--- config.mk ---
export PLATFORM = sky130hd
export DESIGN_NAME = updown_mod_counter_flat
export DESIGN_NICKNAME = d
export VERILOG_FILES = /design/src/rtl/updown_mod_counter_if.sv /design/src/rtl/updown_mod_counter.sv /design/src/flat_wrapper.sv
export SDC_FILE = /design/constraint.sdc
export NUM_CORES = 1
export LEC_CHECK = 0
export CAP_MARGIN = 20
export CORE_ASPECT_RATIO = 0.9
export CORE_MARGIN = 2
export CORE_UTILIZATION = 55
export CTS_CLUSTER_SIZE = 20
export DETAILED_ROUTE_END_ITERATION = 6
export PLACE_DENSITY = 0.92
export SKIP_LAST_GASP = 1
export SYNTH_ARGS = -nofsm -noshare
export SYNTH_HDL_FRONTEND = slang
export SYNTH_SLANG_ARGS = --single-unit
export TNS_END_PERCENT = 20
--- constraint.sdc ---
create_clock -name CLK -period 4.3 [get_ports CLK]
set_clock_uncertainty 0.1 [all_clocks]
set_input_delay 0.86 -clock CLK [delete_from_list [all_inputs] [get_ports CLK]]
set_output_delay 0.86 -clock CLK [all_outputs]
set_load 0.01 [all_outputs]
--- src/rtl/updown_mod_counter_if.sv ---
// Control/status bundle for updown_mod_counter: the driver side is the master,
// the counter itself is the slave.
interface updown_mod_counter_if #(
  parameter int WIDTH = 8
);
  logic             CLR;
  logic             LD;
  logic [WIDTH-1:0] D;
  logic             CE;
  logic             CI;
  logic             M;
  logic             SAT;
  logic [WIDTH-1:0] LIMIT;
  logic             CLR_OVF;
  logic [WIDTH-1:0] Q;
  logic             CO;
  logic             OVF;
  logic             TC;

  modport master (
    output CLR, LD, D, CE, CI, M, SAT, LIMIT, CLR_OVF,
    input  Q, CO, OVF, TC
  );

  modport slave (
    input  CLR, LD, D, CE, CI, M, SAT, LIMIT, CLR_OVF,
    output Q, CO, OVF, TC
  );
endinterface

--- src/rtl/updown_mod_counter.sv ---
// Up/down counter over 0..LIMIT with load, wrap/saturate, sticky overflow
// and a combinational terminal count for chaining TC into the next CI.
module updown_mod_counter #(
  parameter int WIDTH = 8
) (
  input  logic CLK,
  input  logic RST_,
  updown_mod_counter_if.slave bus
);

  logic [WIDTH-1:0] r_q;
  logic             r_co;
  logic             r_ovf;

  logic [WIDTH-1:0] w_q_nxt;
  logic             w_co_nxt;
  logic             w_ovf_nxt;
  logic             w_bound;
  logic             w_step;
  logic [WIDTH-1:0] w_ld_val;

  assign w_step   = bus.CE & bus.CI;
  assign w_ld_val = (bus.D > bus.LIMIT) ? bus.LIMIT : bus.D;

  always_comb begin
    w_q_nxt   = r_q;
    w_co_nxt  = 1'b0;
    w_bound   = 1'b0;
    w_ovf_nxt = r_ovf & ~bus.CLR_OVF;
    if (bus.CLR) begin
      w_q_nxt   = '0;
      w_ovf_nxt = 1'b0;
    end else if (bus.LD) begin
      w_q_nxt = w_ld_val;
    end else if (w_step) begin
      if (!bus.M) begin
        // Q above a lowered LIMIT still counts as the upper boundary
        if (r_q < bus.LIMIT) begin
          w_q_nxt = r_q + WIDTH'(1);
        end else begin
          w_bound  = 1'b1;
          w_q_nxt  = bus.SAT ? bus.LIMIT : '0;
          w_co_nxt = ~bus.SAT;
        end
      end else begin
        if (r_q > bus.LIMIT) begin
          w_q_nxt = bus.LIMIT;
        end else if (r_q != '0) begin
          w_q_nxt = r_q - WIDTH'(1);
        end else begin
          w_bound  = 1'b1;
          w_q_nxt  = bus.SAT ? '0 : bus.LIMIT;
          w_co_nxt = ~bus.SAT;
        end
      end
      // a boundary event wins over a simultaneous sticky clear
      if (w_bound) begin
        w_ovf_nxt = 1'b1;
      end
    end
  end

  always_ff @(posedge CLK or negedge RST_) begin
    if (!RST_) begin
      r_q   <= '0;
      r_co  <= 1'b0;
      r_ovf <= 1'b0;
    end else begin
      r_q   <= w_q_nxt;
      r_co  <= w_co_nxt;
      r_ovf <= w_ovf_nxt;
    end
  end

  assign bus.Q   = r_q;
  assign bus.CO  = r_co;
  assign bus.OVF = r_ovf;
  assign bus.TC  = bus.CI & (bus.M ? (r_q == '0) : (r_q >= bus.LIMIT));

endmodule

--- src/flat_wrapper.sv ---
// flat-port wrapper written by rule: the top's interface ports become plain ports
module updown_mod_counter_flat 
#(
  parameter int WIDTH = 8
)
  (CLK, RST_, bus_CLR, bus_LD, bus_D, bus_CE, bus_CI, bus_M, bus_SAT, bus_LIMIT, bus_CLR_OVF, bus_Q, bus_CO, bus_OVF, bus_TC);
  updown_mod_counter_if #(.WIDTH(WIDTH)) bus_i ();
  input  logic CLK;
  input  logic RST_;
  input wire logic [$bits(bus_i.CLR)-1:0] bus_CLR;
  input wire logic [$bits(bus_i.LD)-1:0] bus_LD;
  input wire logic [$bits(bus_i.D)-1:0] bus_D;
  input wire logic [$bits(bus_i.CE)-1:0] bus_CE;
  input wire logic [$bits(bus_i.CI)-1:0] bus_CI;
  input wire logic [$bits(bus_i.M)-1:0] bus_M;
  input wire logic [$bits(bus_i.SAT)-1:0] bus_SAT;
  input wire logic [$bits(bus_i.LIMIT)-1:0] bus_LIMIT;
  input wire logic [$bits(bus_i.CLR_OVF)-1:0] bus_CLR_OVF;
  output wire logic [$bits(bus_i.Q)-1:0] bus_Q;
  output wire logic [$bits(bus_i.CO)-1:0] bus_CO;
  output wire logic [$bits(bus_i.OVF)-1:0] bus_OVF;
  output wire logic [$bits(bus_i.TC)-1:0] bus_TC;
  assign bus_i.CLR = bus_CLR;
  assign bus_i.LD = bus_LD;
  assign bus_i.D = bus_D;
  assign bus_i.CE = bus_CE;
  assign bus_i.CI = bus_CI;
  assign bus_i.M = bus_M;
  assign bus_i.SAT = bus_SAT;
  assign bus_i.LIMIT = bus_LIMIT;
  assign bus_i.CLR_OVF = bus_CLR_OVF;
  assign bus_Q = bus_i.Q;
  assign bus_CO = bus_i.CO;
  assign bus_OVF = bus_i.OVF;
  assign bus_TC = bus_i.TC;
  updown_mod_counter #(.WIDTH(WIDTH)) u_core (.CLK(CLK), .RST_(RST_), .bus(bus_i));
endmodule
==> results of run 1 <==
metrics by stage:
stage | setup WS [ns] | util [%] | std cells
floorplan | 1.077 | - | 200
global placement | 0.2547 | 69.72 | 265
detailed placement | 0.2062 | 69.72 | 265
CTS | 0.1850 | 70.54 | 268
global route | 0.07730 | 70.54 | 268
finish | 0.1689 | 70.54 | 268
worst paths after layout:
path	from	depth (start not counted)	to
hold / removal	u_core.bus.OVF	2	u_core.bus.OVF
hold reg to reg	u_core.bus.OVF	2	u_core.bus.OVF
setup reg to reg	u_core.bus.Q[5]	8	u_core.bus.Q[5]
min in group asynchronous	RST_	1	u_core.bus.Q[7]
max in group asynchronous	RST_	1	u_core.bus.Q[4]
setup / recovery	bus_LIMIT[5]	9	bus_TC
worst max-delay path: cells and delay by family:
kind,cells,cell delay [ns]
buffers and inverters,3,1.08
AO/OA/AOI/OAI,3,0.73
adder cells (fa/ha/maj),1,0.31
AND/OR/NAND/NOR,2,0.19
final cells by class:
type,count,area share (%)
multi-input cells,164,61.59
flip-flops and latches,10,12.91
clock buffers,3,1.162
repair buffers,38,19.24
well taps,40,2.582
inverters,13,2.518
state kept, by name, indices dropped and copies added, names as in the netlist:
signal,cells
u_core.bus.Q,8
u_core.bus.CO,1
u_core.bus.OVF,1
layout by cell type, fill, tap and decap left out, types with 6 or more instances in the layout:
cell type,n
sky130_fd_sc_hd__a21oi_1,11
sky130_fd_sc_hd__a221oi_1,8
sky130_fd_sc_hd__clkdlybuf4s50_1,35
sky130_fd_sc_hd__dfrtp_1,10
sky130_fd_sc_hd__ha_1,19
sky130_fd_sc_hd__inv_1,13
sky130_fd_sc_hd__nand2_1,20
sky130_fd_sc_hd__nand3_1,11
sky130_fd_sc_hd__nor2_1,13
sky130_fd_sc_hd__nor3_1,6
cell families after synthesis:
| logic type | synth area share, % |
|---|---|
| AO/OA/AOI/OAI | 29.68 |
| XOR/XNOR | 3.867 |
| adder cells (fa/ha/maj) | 15.00 |
| buffers and inverters | 8.918 |
| flip-flops | 15.79 |
| multiplexers | 3.236 |
| AND/OR/NAND/NOR | 23.52 |
metal layers:
layer  vias up  global-route usage (%)
met3        13                   5.116
met2       119                   47.31
li1        814                       -
met4         0                   10.87
met5         -                       0
met1       798                   41.68
power by group:
part	switching (mW)	internal [mW]
clock network	0.0343	0.0325
logic	0.155	0.134
registers	0.0352	0.104
total	0.225	0.271
==> metrics, run 1 <==
detailed placer's ending HPWL 3570 um; vias after detailed routing approximately 1700; worst setup path category in -> out; slew of the pin with the lowest slew margin approximately 0.62 ns; finished layout cell area 0.001938 sq mm; total power of the final layout ~500 uW; Ports 36; number of failing hold endpoints at the final stage 0; Yosys warning total 0; critical path endpoint category output port; cells along the critical path clkdlybuf4s50_1, inv_1, ha_1, a21oi_2, nor2_1, a211oi_2, nand2_1, o311a_1, clkdlybuf4s50_1; maximum fanout count along the critical path 3; share of the synthesized area in the top cell type approximately 16%; Post-CTS Setup Inserts 0; CTS Buf Count 3; net count after synthesis between 200 and 250; Detailed Route Iter0 Violations around 160; largest net degree at the start of global routing 15; post-CTS clock slew at the launch and capture registers of the worst setup and hold paths 0.06 ns; proportion of synthesized chip area in sequential cells about 16%; run status finished clean; Remaining DRCs 0; cell type with the largest total area after synthesis sky130_fd_sc_hd__dfrtp_1; area taken by multi-input logic gates ~0.0012 sq mm; total count of max-transition violations in the final report 0; endpoints failing setup 0; total track usage around 30%; flops & latches, synth 10; first drt pass iteration count 7; shortest period the worst path allows 4.131 ns; overall routed net length 4547 um; number of fill cells ~240; clk buf depth 2; Die Area around 0.0033 sq mm; largest stage delay on the critical path 0.51 ns; Post-Syn Instances 200; Post-Syn Area approximately 0.0016 sq mm; antenna violations before repair 0; htree depth 1; routed metal-1 wire length slightly below 2000 um; die outline width about 61 um; top metal layer carrying routed signals met4; vias per cell 6.507; Fmax 242.1 MHz; placed instance area between 0.0015 and 0.002 sq mm; VDD IR-drop max roughly 130 uV; starting density of the core roughly 58%; weighted congestion reported at the end of routability-driven placement 0.9896; commonest register cell after synthesis sky130_fd_sc_hd__dfrtp_1; std cell rows 18; distinct cell type count after synthesis ~50; Worst R2R Setup Slack 1.53 ns; clock tree from TritonCTS done; static leakage ~0.8 nW; kind of start point of the critical path input pin; Post-layout nets about 270; clock insertion delay at the later pin of the skew report ~0.27 ns; antenna violation net count after detailed routing 0; global-route congestion overflow total 0; number of gates resized after cts 0; data required time at the worst endpoint 3.34 ns; top cell types by occurrence after synthesis 20 x sky130_fd_sc_hd__nand2_1, 19 x sky130_fd_sc_hd__ha_1, 13 x sky130_fd_sc_hd__inv_1, 13 x sky130_fd_sc_hd__nor2_1; routed wl met2 approximately 1900 um; final-layout worst hold slack roughly 0.45 ns; slowest stage cell on the critical path sky130_fd_sc_hd__clkdlybuf4s50_1; met3 wire len roughly 550 um; vias in the first global route 1559; most frequent CP cell sky130_fd_sc_hd__clkdlybuf4s50_1; kind of path behind the tightest hold check reg -> reg; most repeated cell in the gate-level netlist after synthesis sky130_fd_sc_hd__nand2_1; cts hold-fix bufs 0; Area contributors post-synth sky130_fd_sc_hd__dfrtp_1 16%, sky130_fd_sc_hd__ha_1 15%, sky130_fd_sc_hd__nand2_1 4.7%; clock tree root driver cell sky130_fd_sc_hd__clkbuf_4; ys async rst share 100.0%; WL/cell ~17 um; count of buffers from port buffering 35; number of enable flip-flop cells after synthesis 0; final worst path period share between 90% and 100%; per-instance average area after synthesis approximately 7.9 sq um; sink count of the clock tree 10; share of cells above drive strength 1 7.456%; MaxCap Viol Count 0; pwr/cell area around 260 mW/mm^2; RSZ-0062 raised after global routing no; Register Area ~250 sq um; count of antenna diodes in the layout 0; aggregate negative setup slack 0 ns; worst-case headroom to the max-slew limit between 50% and 60%; area growth from synthesis to layout 22.26%; core outline area approximately 0.0027 sq mm; data arrival time at the worst-slack endpoint 3.17 ns; first-pass GRT wire length 7369 um; vertical die dimension between 50 and 60 um
(Power assumes the default switching activity.)
==> run 2, diff against run 1 <==
--- a/config.mk
+++ b/config.mk
@@ -12,6 +12,7 @@
 export CTS_CLUSTER_SIZE = 20
 export DETAILED_ROUTE_END_ITERATION = 6
 export PLACE_DENSITY = 0.92
+export REMOVE_ABC_BUFFERS = 1
 export SKIP_LAST_GASP = 1
 export SYNTH_ARGS = -nofsm -noshare
 export SYNTH_HDL_FRONTEND = slang
==> run 2 against run 1 <==
- sequential power barely moved
- worst setup slack got worse by 0.079 ns
- wire length down 4.6%
- critical path type unchanged
==> metrics, run 2 (same netlist as run 1, synthesis figures left out) <==
run status finished clean; total track usage between 20% and 30%; global-route congestion overflow total 0; detailed placer's ending HPWL 3439 um; highest-count cells in the layout ignoring fill and taps 35 x sky130_fd_sc_hd__clkdlybuf4s50_1, 20 x sky130_fd_sc_hd__nand2_1, 19 x sky130_fd_sc_hd__ha_1, 13 x sky130_fd_sc_hd__inv_1, 13 x sky130_fd_sc_hd__nor2_1; critical path endpoint category output port; vias after detailed routing 1698; die outline width around 61 um; VDD IR-drop max 235.6 uV; htree depth 1; slew of the pin with the lowest slew margin between 0.6 and 0.7 ns; kind of start point of the critical path input pin; Post-layout nets 275; number of flip-flops under the largest register name 8; final worst path period share between 90% and 100%; count of buffers from port buffering 35; MaxCap Viol Count 0; WL/cell ~16 um; antenna violation net count after detailed routing 0; share of cells above drive strength 1 7.860%; worst setup path category in -> out; first-pass GRT wire length ~7000 um; shortest period the worst path allows 4.211 ns; worst path setup slack after routing a little under 0.09 ns; RSZ-0062 raised after global routing no; first drt pass iteration count 5; clock tree root driver cell sky130_fd_sc_hd__clkbuf_4; core outline area ~0.0027 sq mm; clock insertion delay at the later pin of the skew report ~0.26 ns; std cell rows 18; overall routed net length about 4300 um; weighted congestion reported at the end of routability-driven placement approximately 0.98; number of failing hold endpoints at the final stage 0; Post-CTS Setup Inserts 0; count of antenna diodes in the layout 0; data required time at the worst endpoint approximately 3.3 ns; CTS Buf Count 3; clock tree from TritonCTS done; antenna violations before repair 0; aggregate negative setup slack 0 ns; clk buf depth 2; starting density of the core between 50% and 60%; Ports 36; worst setup slack after placement 0.1342 ns; cts hold-fix bufs 0; kind of path behind the tightest hold check reg -> reg; area growth from synthesis to layout 22.73%; post-CTS clock slew at the launch and capture registers of the worst setup and hold paths ~0.06 ns; Remaining DRCs 0; vias in the first global route about 1500; vias per cell 6.312; vertical die dimension 54.93 um; largest net degree at the start of global routing 15; endpoints failing setup 0; Detailed Route Iter0 Violations ~170; Fmax between 200 and 250 MHz; number of gates resized after cts 0; Die Area ~0.0033 sq mm; most common cell after layout, fill and taps aside sky130_fd_sc_hd__clkdlybuf4s50_1; worst-case headroom to the max-slew limit between 50 and 60%; total count of max-transition violations in the final report 0; data arrival time at the worst-slack endpoint between 3 and 4 ns; static leakage about 0.80 nW; sink count of the clock tree 10; maximum fanout count along the critical path 3; pwr/cell area 250.5 mW/mm^2
run 2: cell types whose count changed in the layout (fill, tap and decap cells not counted):
cell                    delta
sky130_fd_sc_hd__buf_4     +1
run 2: where the power goes:
| part | total (mW) | switching (mW) | internal [mW] |
|---|---|---|---|
| registers | 0.139 | 0.0349 | 0.104 |
| logic | 0.287 | 0.151 | 0.136 |
| clock network | 0.0615 | 0.0293 | 0.0322 |
run 2: through the flow:
| step | cells | util [%] | power (mW) | hold slack (ns) | cell area (sq um) |
|---|---|---|---|---|---|
| after floorplan | 187 | - | 0.3084 | 0.4616 | 1493 |
| after global placement | 266 | 69.99 | 0.4150 | 0.4339 | 1923 |
| after detailed placement | 266 | 69.99 | 0.4224 | 0.4503 | 1923 |
| after CTS | 269 | 70.81 | 0.4844 | 0.4582 | 1946 |
| after global routing | 269 | 70.81 | 0.5258 | 0.4751 | 1946 |
| final | 269 | 70.81 | 0.4875 | 0.4525 | 1946 |
run 2: final timing paths:
path / start / endpoint / slack (ns) / depth (start not counted)
worst max-delay path: bus_LIMIT[5] / bus_TC / 0.09 / 9
worst min-delay path: u_core.bus.OVF / u_core.bus.OVF / 0.45 / 2
worst max register to register: u_core.bus.Q[5] / u_core.bus.Q[7] / 1.42 / 8
worst min register to register: u_core.bus.OVF / u_core.bus.OVF / 0.45 / 2
max in group asynchronous: RST_ / u_core.bus.Q[2] / 3.00 / 1
min in group asynchronous: RST_ / u_core.bus.Q[6] / 0.80 / 1
run 2: layout make-up:
cell class	count	area [sq um]
multi-input cells	164	1194
flip-flops and latches	10	250.2
fillers	233	802.0
inverters	13	48.80
repair buffers	39	380.4
well taps	40	50.05
clock buffers	3	22.52
run 2: worst max-delay path, cell delays in order:
cell and delay, ns:
sky130_fd_sc_hd__clkdlybuf4s50_1 0.51, sky130_fd_sc_hd__inv_1 0.10, sky130_fd_sc_hd__ha_1 0.31, sky130_fd_sc_hd__a21oi_2 0.15, sky130_fd_sc_hd__nor2_1 0.06, sky130_fd_sc_hd__a211oi_2 0.30
sky130_fd_sc_hd__nand2_1 0.13, sky130_fd_sc_hd__o311a_1 0.35, sky130_fd_sc_hd__clkdlybuf4s50_1 0.48
run 2: layer usage:
layer	vias up	share of wire (%)	routed length [um]	global-route usage, %
li1	816	-	-	-
met1	791	43	1867	40.11
met2	85	48	2062	47.31
met3	6	8.3	360	5.349
met4	0	1.1	49	2.899
met5	-	0	0	0
